## src/rtl/decode_hazard_unit.sv

```systemverilog
`default_nettype none
// ============================================================================
// Module   : decode_hazard_unit
// Brief    : Decode-side pipeline front end. Latches PC/IR from fetch into
//            the decode/execute latch, tracks in-flight writers per register
//            with a 2-bit scoreboard, and raises branch and dependency stalls
//            toward fetch. All state changes on the falling clock edge.
// Revision : 1.0 - initial release
// ----------------------------------------------------------------------------
// Ports
//   I_CLOCK             in   1  pipeline clock (state updates on negedge)
//   I_RESET             in   1  synchronous active-high reset
//   I_LOCK              in   1  pipeline run enable
//   I_PC                in  16  PC presented by fetch
//   I_IR                in  32  instruction presented by fetch
//   I_FE_Valid          in   1  fetch output is a real instruction
//   I_WB_Enable         in   1  a writeback retires this cycle
//   I_WB_RegIdx         in   4  register being retired
//   I_BranchAddrSelect  in   1  branch resolved in memory stage
//   O_LOCK              out  1  registered copy of I_LOCK
//   O_PC                out 16  latched PC to execute
//   O_IR                out 32  latched IR to execute
//   O_DE_Valid          out  1  latched instruction is real
//   O_BranchStallSignal out  1  branch in flight
//   O_DepStallSignal    out  1  register hazard on I_IR (combinational)
// ============================================================================
module decode_hazard_unit #(
    parameter logic [31:0] NOP_IR   = 32'hFF000000,
    parameter logic [3:0]  BR_CLASS = 4'h2,
    parameter logic [3:0]  ST_CLASS = 4'h3
) (
    input  wire logic        I_CLOCK,
    input  wire logic        I_RESET,
    input  wire logic        I_LOCK,
    input  wire logic [15:0] I_PC,
    input  wire logic [31:0] I_IR,
    input  wire logic        I_FE_Valid,
    input  wire logic        I_WB_Enable,
    input  wire logic [3:0]  I_WB_RegIdx,
    input  wire logic        I_BranchAddrSelect,
    output logic             O_LOCK,
    output logic [15:0]      O_PC,
    output logic [31:0]      O_IR,
    output logic             O_DE_Valid,
    output logic             O_BranchStallSignal,
    output logic             O_DepStallSignal
);

    logic [1:0] r_busy [16];
    logic       r_branch_pending;
    logic [1:0] w_busy_nxt [16];

    logic [3:0] w_dr;
    logic [3:0] w_sr1;
    logic [3:0] w_sr2;
    logic       w_sr2_used;
    logic       w_nop;
    logic       w_branch;
    logic       w_store;
    logic       w_writer;
    logic       w_present;
    logic       w_hazard;
    logic       w_accept;
    logic       w_clear;

    assign w_dr       = I_IR[23:20];
    assign w_sr1      = I_IR[19:16];
    assign w_sr2      = I_IR[11:8];
    assign w_sr2_used = ~I_IR[27];

    assign w_nop    = (I_IR[31:24] == NOP_IR[31:24]);
    assign w_branch = ~w_nop & (I_IR[31:28] == BR_CLASS);
    assign w_store  = ~w_nop & (I_IR[31:28] == ST_CLASS);
    assign w_writer = ~w_nop & ~w_branch & ~w_store;

    assign w_present = I_LOCK & I_FE_Valid & ~w_nop;

    // Stall check uses pre-edge counts only; a writeback in the same cycle
    // releases the stall one edge later. A writer is also held off when its
    // destination counter is saturated.
    assign w_hazard = (r_busy[w_sr1] != 2'd0)
                    | (w_sr2_used & (r_busy[w_sr2] != 2'd0))
                    | (w_writer & (r_busy[w_dr] == 2'd3));

    // A pending branch masks the dependency stall so fetch sees one cause.
    assign O_DepStallSignal    = w_present & ~r_branch_pending & w_hazard;
    assign O_BranchStallSignal = r_branch_pending;

    assign w_accept = w_present & ~r_branch_pending & ~w_hazard;

    // Dropping the run enable behaves exactly like reset.
    assign w_clear = I_RESET | ~I_LOCK;

    // Per-register counter update; simultaneous issue and retire cancel out.
    always_comb begin
        for (int i = 0; i < 16; i++) begin
            logic l_inc;
            logic l_dec;
            l_inc = w_accept & w_writer & (w_dr == 4'(i));
            l_dec = I_WB_Enable & (I_WB_RegIdx == 4'(i)) & (r_busy[i] != 2'd0);
            w_busy_nxt[i] = r_busy[i];
            if (l_inc && !l_dec) begin
                w_busy_nxt[i] = r_busy[i] + 2'd1;
            end else if (l_dec && !l_inc) begin
                w_busy_nxt[i] = r_busy[i] - 2'd1;
            end
        end
    end

    always_ff @(negedge I_CLOCK) begin
        if (I_RESET) begin
            O_LOCK <= 1'b0;
        end else begin
            O_LOCK <= I_LOCK;
        end
    end

    always_ff @(negedge I_CLOCK) begin
        if (w_clear) begin
            O_PC             <= 16'h0000;
            O_IR             <= NOP_IR;
            O_DE_Valid       <= 1'b0;
            r_branch_pending <= 1'b0;
            for (int i = 0; i < 16; i++) begin
                r_busy[i] <= 2'd0;
            end
        end else begin
            if (w_accept) begin
                O_PC       <= I_PC;
                O_IR       <= I_IR;
                O_DE_Valid <= 1'b1;
            end else begin
                O_IR       <= NOP_IR;
                O_DE_Valid <= 1'b0;
            end

            // Accept cannot occur while pending, so set and clear never race.
            if (w_accept && w_branch) begin
                r_branch_pending <= 1'b1;
            end else if (I_BranchAddrSelect) begin
                r_branch_pending <= 1'b0;
            end

            for (int i = 0; i < 16; i++) begin
                r_busy[i] <= w_busy_nxt[i];
            end
        end
    end

endmodule
`default_nettype wire
```

## config.mk

```make
export PLATFORM = sky130hd
export DESIGN_NAME = decode_hazard_unit
export DESIGN_NICKNAME = d
export VERILOG_FILES = /design/src/rtl/decode_hazard_unit.sv
export SDC_FILE = /design/constraint.sdc
export NUM_CORES = 1
export LEC_CHECK = 0
export ABC_AREA = 1
export CELL_PAD_IN_SITES_DETAIL_PLACEMENT = 0
export CELL_PAD_IN_SITES_GLOBAL_PLACEMENT = 1
export CORE_ASPECT_RATIO = 0.6
export CORE_MARGIN = 4
export CORE_UTILIZATION = 35
export CTS_CLUSTER_SIZE = 28
export DETAILED_ROUTE_END_ITERATION = 6
export PLACE_DENSITY_LB_ADDON = 0.1
export SETUP_SLACK_MARGIN = 0.05
export SKIP_CTS_REPAIR_TIMING = 1
export SLEW_MARGIN = 20
export SYNTH_ARGS = -nofsm -noshare
export SYNTH_HDL_FRONTEND = slang
export SYNTH_SLANG_ARGS = --single-unit
```

## constraint.sdc

```tcl
create_clock -name I_CLOCK -period 6 [get_ports I_CLOCK]
set_clock_uncertainty 0.1 [all_clocks]
set_input_delay 1.2 -clock I_CLOCK [delete_from_list [all_inputs] [get_ports I_CLOCK]]
set_output_delay 1.2 -clock I_CLOCK [all_outputs]
set_load 0.05 [all_outputs]
```

==> results of run 1 <==
-- layer usage --
layer	share of wire, %	vias to the layer above
met2	42	221
met3	12	33
met4	1.6	0
met5	0	-
met1	44	2348
li1	-	2543
-- through the flow --
step / TNS (ns) / hold slack, ns
CTS: -21.35 / 0.3888
finish: -5.145 / 0.4076
detailed placement: -52.54 / 0.3846
floorplan: -2.101 / 0.3578
global placement: -52.10 / 0.3751
global route: -7.987 / 0.4376
-- report_power, final --
part           switching (mW)  internal, mW
logic                   0.118         0.101
registers             0.00261         0.562
clock network           0.389         0.399
total                   0.509          1.06
-- flip-flops by register name, summed over array words and instances (netlist names) --
name,count
O_IR,32
O_PC,16
r_busy,32
O_LOCK,1
O_BranchStallSignal,1
O_DE_Valid,1
-- area by class of cell --
cell class	instances	area (µm²)	share of cell area, %
Tap cell	160	200.2	2.662
Timing Repair inverter	1	6.256	0.08319
Sequential cell	83	1674	22.26
Inverter	93	364.1	4.842
Clock buffer	9	225.2	2.995
Timing Repair Buffer	196	1967	26.16
Clock inverter	89	380.4	5.058
Multi-Input combinational cell	441	2703	35.94
-- logic make-up (layout without fill, tap and decap cells) --
logic type               after synthesis  after routing  share of synthesized area, %
AO/OA/AOI/OAI                        109            109                         12.98
XOR/XNOR                               6              6                         1.250
adder cells (fa/ha/maj)               16             16                         4.762
buffers and inverters                111            388                         11.07
flip-flops                            83             83                         39.52
AND/OR/NAND/NOR                      310            310                         30.42
-- critical path, stage by stage --
cell and delay, ns:
buf_12 0.12, clkbuf_16 0.18, o21ai_4 0.17, nand2_1 0.08, nand2_1 0.06, nand2_1 0.05
nand2_1 0.06, inv_1 0.05, nand2_2 0.07, nand2_2 0.06, nor2_4 0.15, nor2_4 0.07
nand4_1 0.20, buf_4 0.19, nor2_2 0.04, ha_1 0.34, a21oi_2 0.13, o21ai_2 0.07
o21ai_1 0.11, a21oi_1 0.05
-- synth_stat cells --
library cell  count  share of area (%)
nand4_1           8                1.2
nand2_1         150                 13
a21oi_1          42                5.0
nor2_1          104                9.3
buf_1             1              0.089
nor2_2            1               0.15
o21ai_1          22                2.6
buf_2             7               0.83
o21ai_0          45                5.4
nor2_4            1               0.27
ha_1             16                4.8
inv_2            10               0.89
inv_1            83                7.4
nand3b_1          6                1.1
dfxtp_1          83                 40
nor3_1            6               0.71
inv_4             1               0.15
nand3_1          27                3.2
or2_1             6               0.89
xor2_1            6                1.2
clkbuf_1          4               0.36
nand3_2           1               0.24
buf_6             5                1.3
-- worst min path at each step --
stage,end,slack (ns),from,depth (start not counted)
finish,r_busy[2][1]$_SDFFE_NP0P_,0.41,r_busy[2][1]$_SDFFE_NP0P_,2
global route,r_busy[5][1]$_SDFFE_NP0P_,0.44,r_busy[5][1]$_SDFFE_NP0P_,2
CTS,r_busy[1][1]$_SDFFE_NP0P_,0.39,r_busy[1][1]$_SDFFE_NP0P_,2
detailed placement,r_busy[1][1]$_SDFFE_NP0P_,0.38,r_busy[1][1]$_SDFFE_NP0P_,2
global placement,r_busy[1][1]$_SDFFE_NP0P_,0.38,r_busy[1][1]$_SDFFE_NP0P_,2
floorplan,r_busy[3][1]$_SDFFE_NP0P_,0.36,r_busy[3][1]$_SDFFE_NP0P_,2
==> reports/metrics.cfg, run 1 <==
[timing]
finalHoldViolations=0
worst_slack_ns=-0.2798
worst_slew_pin_slew_ns=0.5250
slew_headroom_pct=64.89
rsz0062_at_grt=true
setup_violations=32
slew_viol_final=0

[yosys]
synth_cell_type_count=23
ys_ff_latch=83
syn-num-nets=709
syn_area_per_cell_um2=6.621
ys_seq_area_share_pct=39.52
netlist_area_um2=4204
yosys_warnings=0
syn_inst=635

[finish]
nNetsFinal=982
instances_no_fill=1072
final_common_cell=inv_1
layout-drive-gt1-share_pct=28.18
utilization_pct=65.26
area_growth_pct=78.87
design_area_um2=7520
fillers=1025
mostFrequentLayoutCells=inv_1 (151), nand2_1 (130), clkdlybuf4s50_1 (90)
antenna_cells=0

[detailed_routing]
drt-vias-per-instance=4.799
dr.pass1.iters=6
wl_per_cell_um=14.40
drc_errors=0
antenna_left=0
wirelength_mm=15.44
drt_iter0_drc=407
vias=5145

[setup_path]
worstSetupPathType=in2reg
start_kind=input pin
crit_end=r_busy[5][1]$_SDFFE_NP0P_
reg2reg_slack_ns=3.30
critPathMaxFanout=8
worstPathRequired_ns=3.19
worstPathArrival_ns=3.47
startpoint=I_IR[20]
rr_endpoint=r_busy[5][1]$_SDFFE_NP0P_
r2r_cells=18
timing.rr.start=r_busy[7][0]$_SDFFE_NP0P_
crit_path_end_kind=flop

[placed_design]
dp.cells=958
post-place-ws_ns=-1.130
hpwl_mm=10.54
place.gp.congestion=1.010
io_buffer_count=109
postPlaceCellArea_um2=6001

[grt]
grt_usage_pct=20.38
busiest_layer=met1
antenna_found_initial=0
use_met1_pct=27.99
grt_pass1_wl_mm=22.08
grt_overflow=0
met3_usage_pct=8.802
met2_usage_pct=27.37
grt_pass1_vias=4658
grt_max_degree=34

[die]
start_util_pct=36.48
die_area_um2=13890
io-pin-count=110
rows=30
fp.dieW_um=149.5
die_h_um=92.90
core_area_um2=11520

[clock_tree]
numCtsBuffers=9
clockRootBuffer=clkbuf_16
tritoncts=yes
ctsHtreeMaxLevel=3
clockBufferDepth=2
cts_sinks=83
clk_pin_slew_ns=0.04
worstSkewPairLatency_ns=0.42

[min_path]
min-delay-path-class=reg2reg

[power_and_ir_drop]
peakVddDrop_v=0.0001423
leakage_nw=3.639
power.density_nw_per_um2=209.1
p_total_mw=1.572

[run]
drv_cap=0

[run_status]
violations=negative setup slack
status=finished with violations

Note: power is estimated with default switching activity, not from simulation.
==> run 2, diff against run 1 <==
Settings changed: DONT_BUFFER_PORTS set to 1.
==> run 2 against run 1 <==
  * The flow still finishes with violations (negative setup slack)
  * Combinational power fell by 49%
  * Via count fell by 12%
  * Total power fell by 4.3%
  * Largest power group unchanged
==> reports/metrics.cfg, run 2 (same netlist as run 1, synthesis figures left out) <==
[run_status]
status=finished with violations  ; unchanged
violations=negative setup slack  ; unchanged

[detailed_routing]
antenna_left=0  ; unchanged
drc_errors=0  ; unchanged
dr.pass1.iters=5  ; was 6
drt-vias-per-instance=4.782  ; was 4.799
vias=4548  ; was 5145
drt_iter0_drc=270  ; was 407
wl_per_cell_um=14.80  ; was 14.40 µm
wirelength_mm=14.08  ; was 15.44 mm

[min_path]
hold_path_depth=2  ; unchanged
min-delay-start=r_busy[2][1]$_SDFFE_NP0P_  ; unchanged
min-delay-path-class=reg2reg  ; unchanged
min_to=r_busy[2][1]$_SDFFE_NP0P_  ; unchanged

[placed_design]
io_buffer_count=0  ; was 109
place.gp.congestion=0.8808  ; was 1.010
dp.cells=844  ; was 958
post-place-ws_ns=-0.4937  ; was -1.130 ns
hpwl_mm=10.47  ; was 10.54 mm

[finish]
area_growth_pct=40.77  ; was 78.87%
top_regs=O_IR x32, r_busy x32, O_PC x16  ; unchanged
mostFrequentLayoutCells=inv_1 (158), nand2_1 (132), nor2_1 (84)  ; was inv_1 (151), nand2_1 (130), clkdlybuf4s50_1 (90)
instances_no_fill=951  ; was 1072
layout-drive-gt1-share_pct=23.80  ; was 28.18%
final_common_cell=inv_1  ; unchanged
nNetsFinal=859  ; was 982

[grt]
grt_overflow=0  ; unchanged
grt_pass1_wl_mm=21.22  ; was 22.08 mm
grt_pass1_vias=4292  ; was 4658
antenna_found_initial=0  ; unchanged
grt_max_degree=36  ; was 34
grt_usage_pct=19.82  ; was 20.38%

[die]
core_area_um2=11520  ; unchanged
fp.dieW_um=149.5  ; unchanged
die_h_um=92.90  ; unchanged
io-pin-count=110  ; unchanged
rows=30  ; unchanged
die_area_um2=13890  ; unchanged
start_util_pct=36.48  ; unchanged

[setup_path]
rr_endpoint=r_busy[15][1]$_SDFFE_NP0P_  ; was r_busy[5][1]$_SDFFE_NP0P_
start_kind=flop  ; was input pin
crit_path_end_kind=output pin  ; was flop
max_stage_delay_ns=0.33  ; was 0.34 ns
reg2reg_slack_ns=3.30  ; about the same
timing.rr.start=r_busy[3][0]$_SDFFE_NP0P_  ; was r_busy[7][0]$_SDFFE_NP0P_
r2r_cells=21  ; was 18
worstPathRequired_ns=4.70  ; was 3.19 ns
crit_top_cell=nand2_1  ; unchanged
worstPathArrival_ns=4.99  ; was 3.47 ns
worstSetupPathType=reg2out  ; was in2reg
cp_slowest_cell=dfxtp_1  ; was ha_1
path_cells=inv_1 > nand2_1 > o21ai_1 > nand2_1 > nand3_2 > nand3_1 > nand2_2 > nand2_4 > buf_6 > o21ai_2 > inv_2 > buf_12  ; was buf_12 > clkbuf_16 > o21ai_4 > nand2_1 > nand2_1 > nand2_1 > nand2_1 > inv_1 > nand2_2 > nand2_2 > nor2_4 > nor2_4 > nand4_1 > buf_4 > nor2_2 > ha_1 > a21oi_2 > o21ai_2 > o21ai_1 > a21oi_1
critPathMaxFanout=4  ; was 8

[clock_tree]
clockRootBuffer=clkbuf_16  ; unchanged
worstSkewPairLatency_ns=0.41  ; was 0.42 ns
clockBufferDepth=2  ; unchanged
ctsHtreeMaxLevel=3  ; unchanged
numCtsBuffers=9  ; unchanged
tritoncts=yes  ; unchanged
clk_pin_slew_ns=0.03  ; was 0.04 ns
cts_sinks=83  ; unchanged

[power_and_ir_drop]
leakage_nw=2.921  ; was 3.639 nW
p_total_mw=1.504  ; was 1.572 mW
peakVddDrop_v=0.0001374  ; was 0.0001423 V
power.density_nw_per_um2=254.1  ; was 209.1 nW/µm²

[timing]
slew_headroom_pct=64.37  ; was 64.89%
worst_slack_ns=-0.2857  ; was -0.2798 ns
setup_violations=8  ; was 32
worst_slew_pin_slew_ns=0.5338  ; was 0.5250 ns
finalHoldViolations=0  ; unchanged
rsz0062_at_grt=true  ; unchanged
slew_viol_final=0  ; unchanged

[run]
drv_cap=0  ; unchanged

-- run 2: cell types whose count changed in the layout (fill, tap and decap cells not counted), moves of 9 or more --
cell,delta
buf_6,-9
clkdlybuf4s50_1,-90
dlymetal6s2s_1,-15
o21ai_1,+16
o21ai_2,-12
-- run 2: power breakdown --
part | total [mW] | internal (mW) | switching (mW)
clock | 0.806 | 0.405 | 0.401
combinational | 0.112 | 0.0452 | 0.0670
sequential | 0.586 | 0.562 | 0.0235
-- run 2: how the worst max path moves through the flow --
stage	start	end	depth (start not counted)
after floorplan	I_IR[20]	r_busy[5][1]$_SDFFE_NP0P_	20
after global placement	I_IR[20]	r_busy[11][1]$_SDFFE_NP0P_	18
after detailed placement	I_IR[16]	r_busy[11][1]$_SDFFE_NP0P_	17
after CTS	r_busy[3][0]$_SDFFE_NP0P_	O_DepStallSignal	12
after global routing	r_busy[14][0]$_SDFFE_NP0P_	O_DepStallSignal	13
final	r_busy[15][1]$_SDFFE_NP0P_	O_DepStallSignal	12
-- run 2: metrics by stage --
step	area, µm²	TNS, ns	hold slack (ns)	utilization [%]
final	5918	-0.5001	0.3996	51.36
after global routing	5916	-2.465	0.4220	51.34
after CTS	5465	-0.6206	0.3933	47.43
after detailed placement	4850	-11.03	0.3867	42.08
after global placement	4850	-10.80	0.3759	42.08
after floorplan	4230	-2.101	0.3578	-
-- run 2: final cells by class --
type | count | area [µm²]
sequential | 83 | 1667
timing repair buffer | 74 | 619.3
multi-input combinational | 441 | 2459
inverter | 93 | 351.6
antenna | 1 | 2.502
fill | 1222 | 5605
clock buffer | 9 | 225.2
clock inverter | 90 | 394.1
tap | 160 | 200.2
-- run 2: critical path: cells and delay by family (launching register included) --
| family | cells | cell delay, ns |
|---|---|---|
| buf+inv | 4 | 0.45 |
| flops | 1 | 0.33 |
| compound gates | 2 | 0.28 |
| simple gates | 6 | 0.52 |
-- run 2: layer usage --
layer,wire [µm],vias to the layer above,part of all wire [%],GRT usage (%)
li1,-,2308,-,-
met1,6629,2040,47,27.24
met2,5847,180,42,26.65
met3,1393,20,9.9,8.655
met4,207,0,1.5,8.302
met5,0,-,0,0
==> run 3, diff against run 2 <==
Settings changed: CTS_CLUSTER_DIAMETER set to 60.
==> results of run 3 <==
No change in the layout: final DEF, timing and power equal those of run 2.
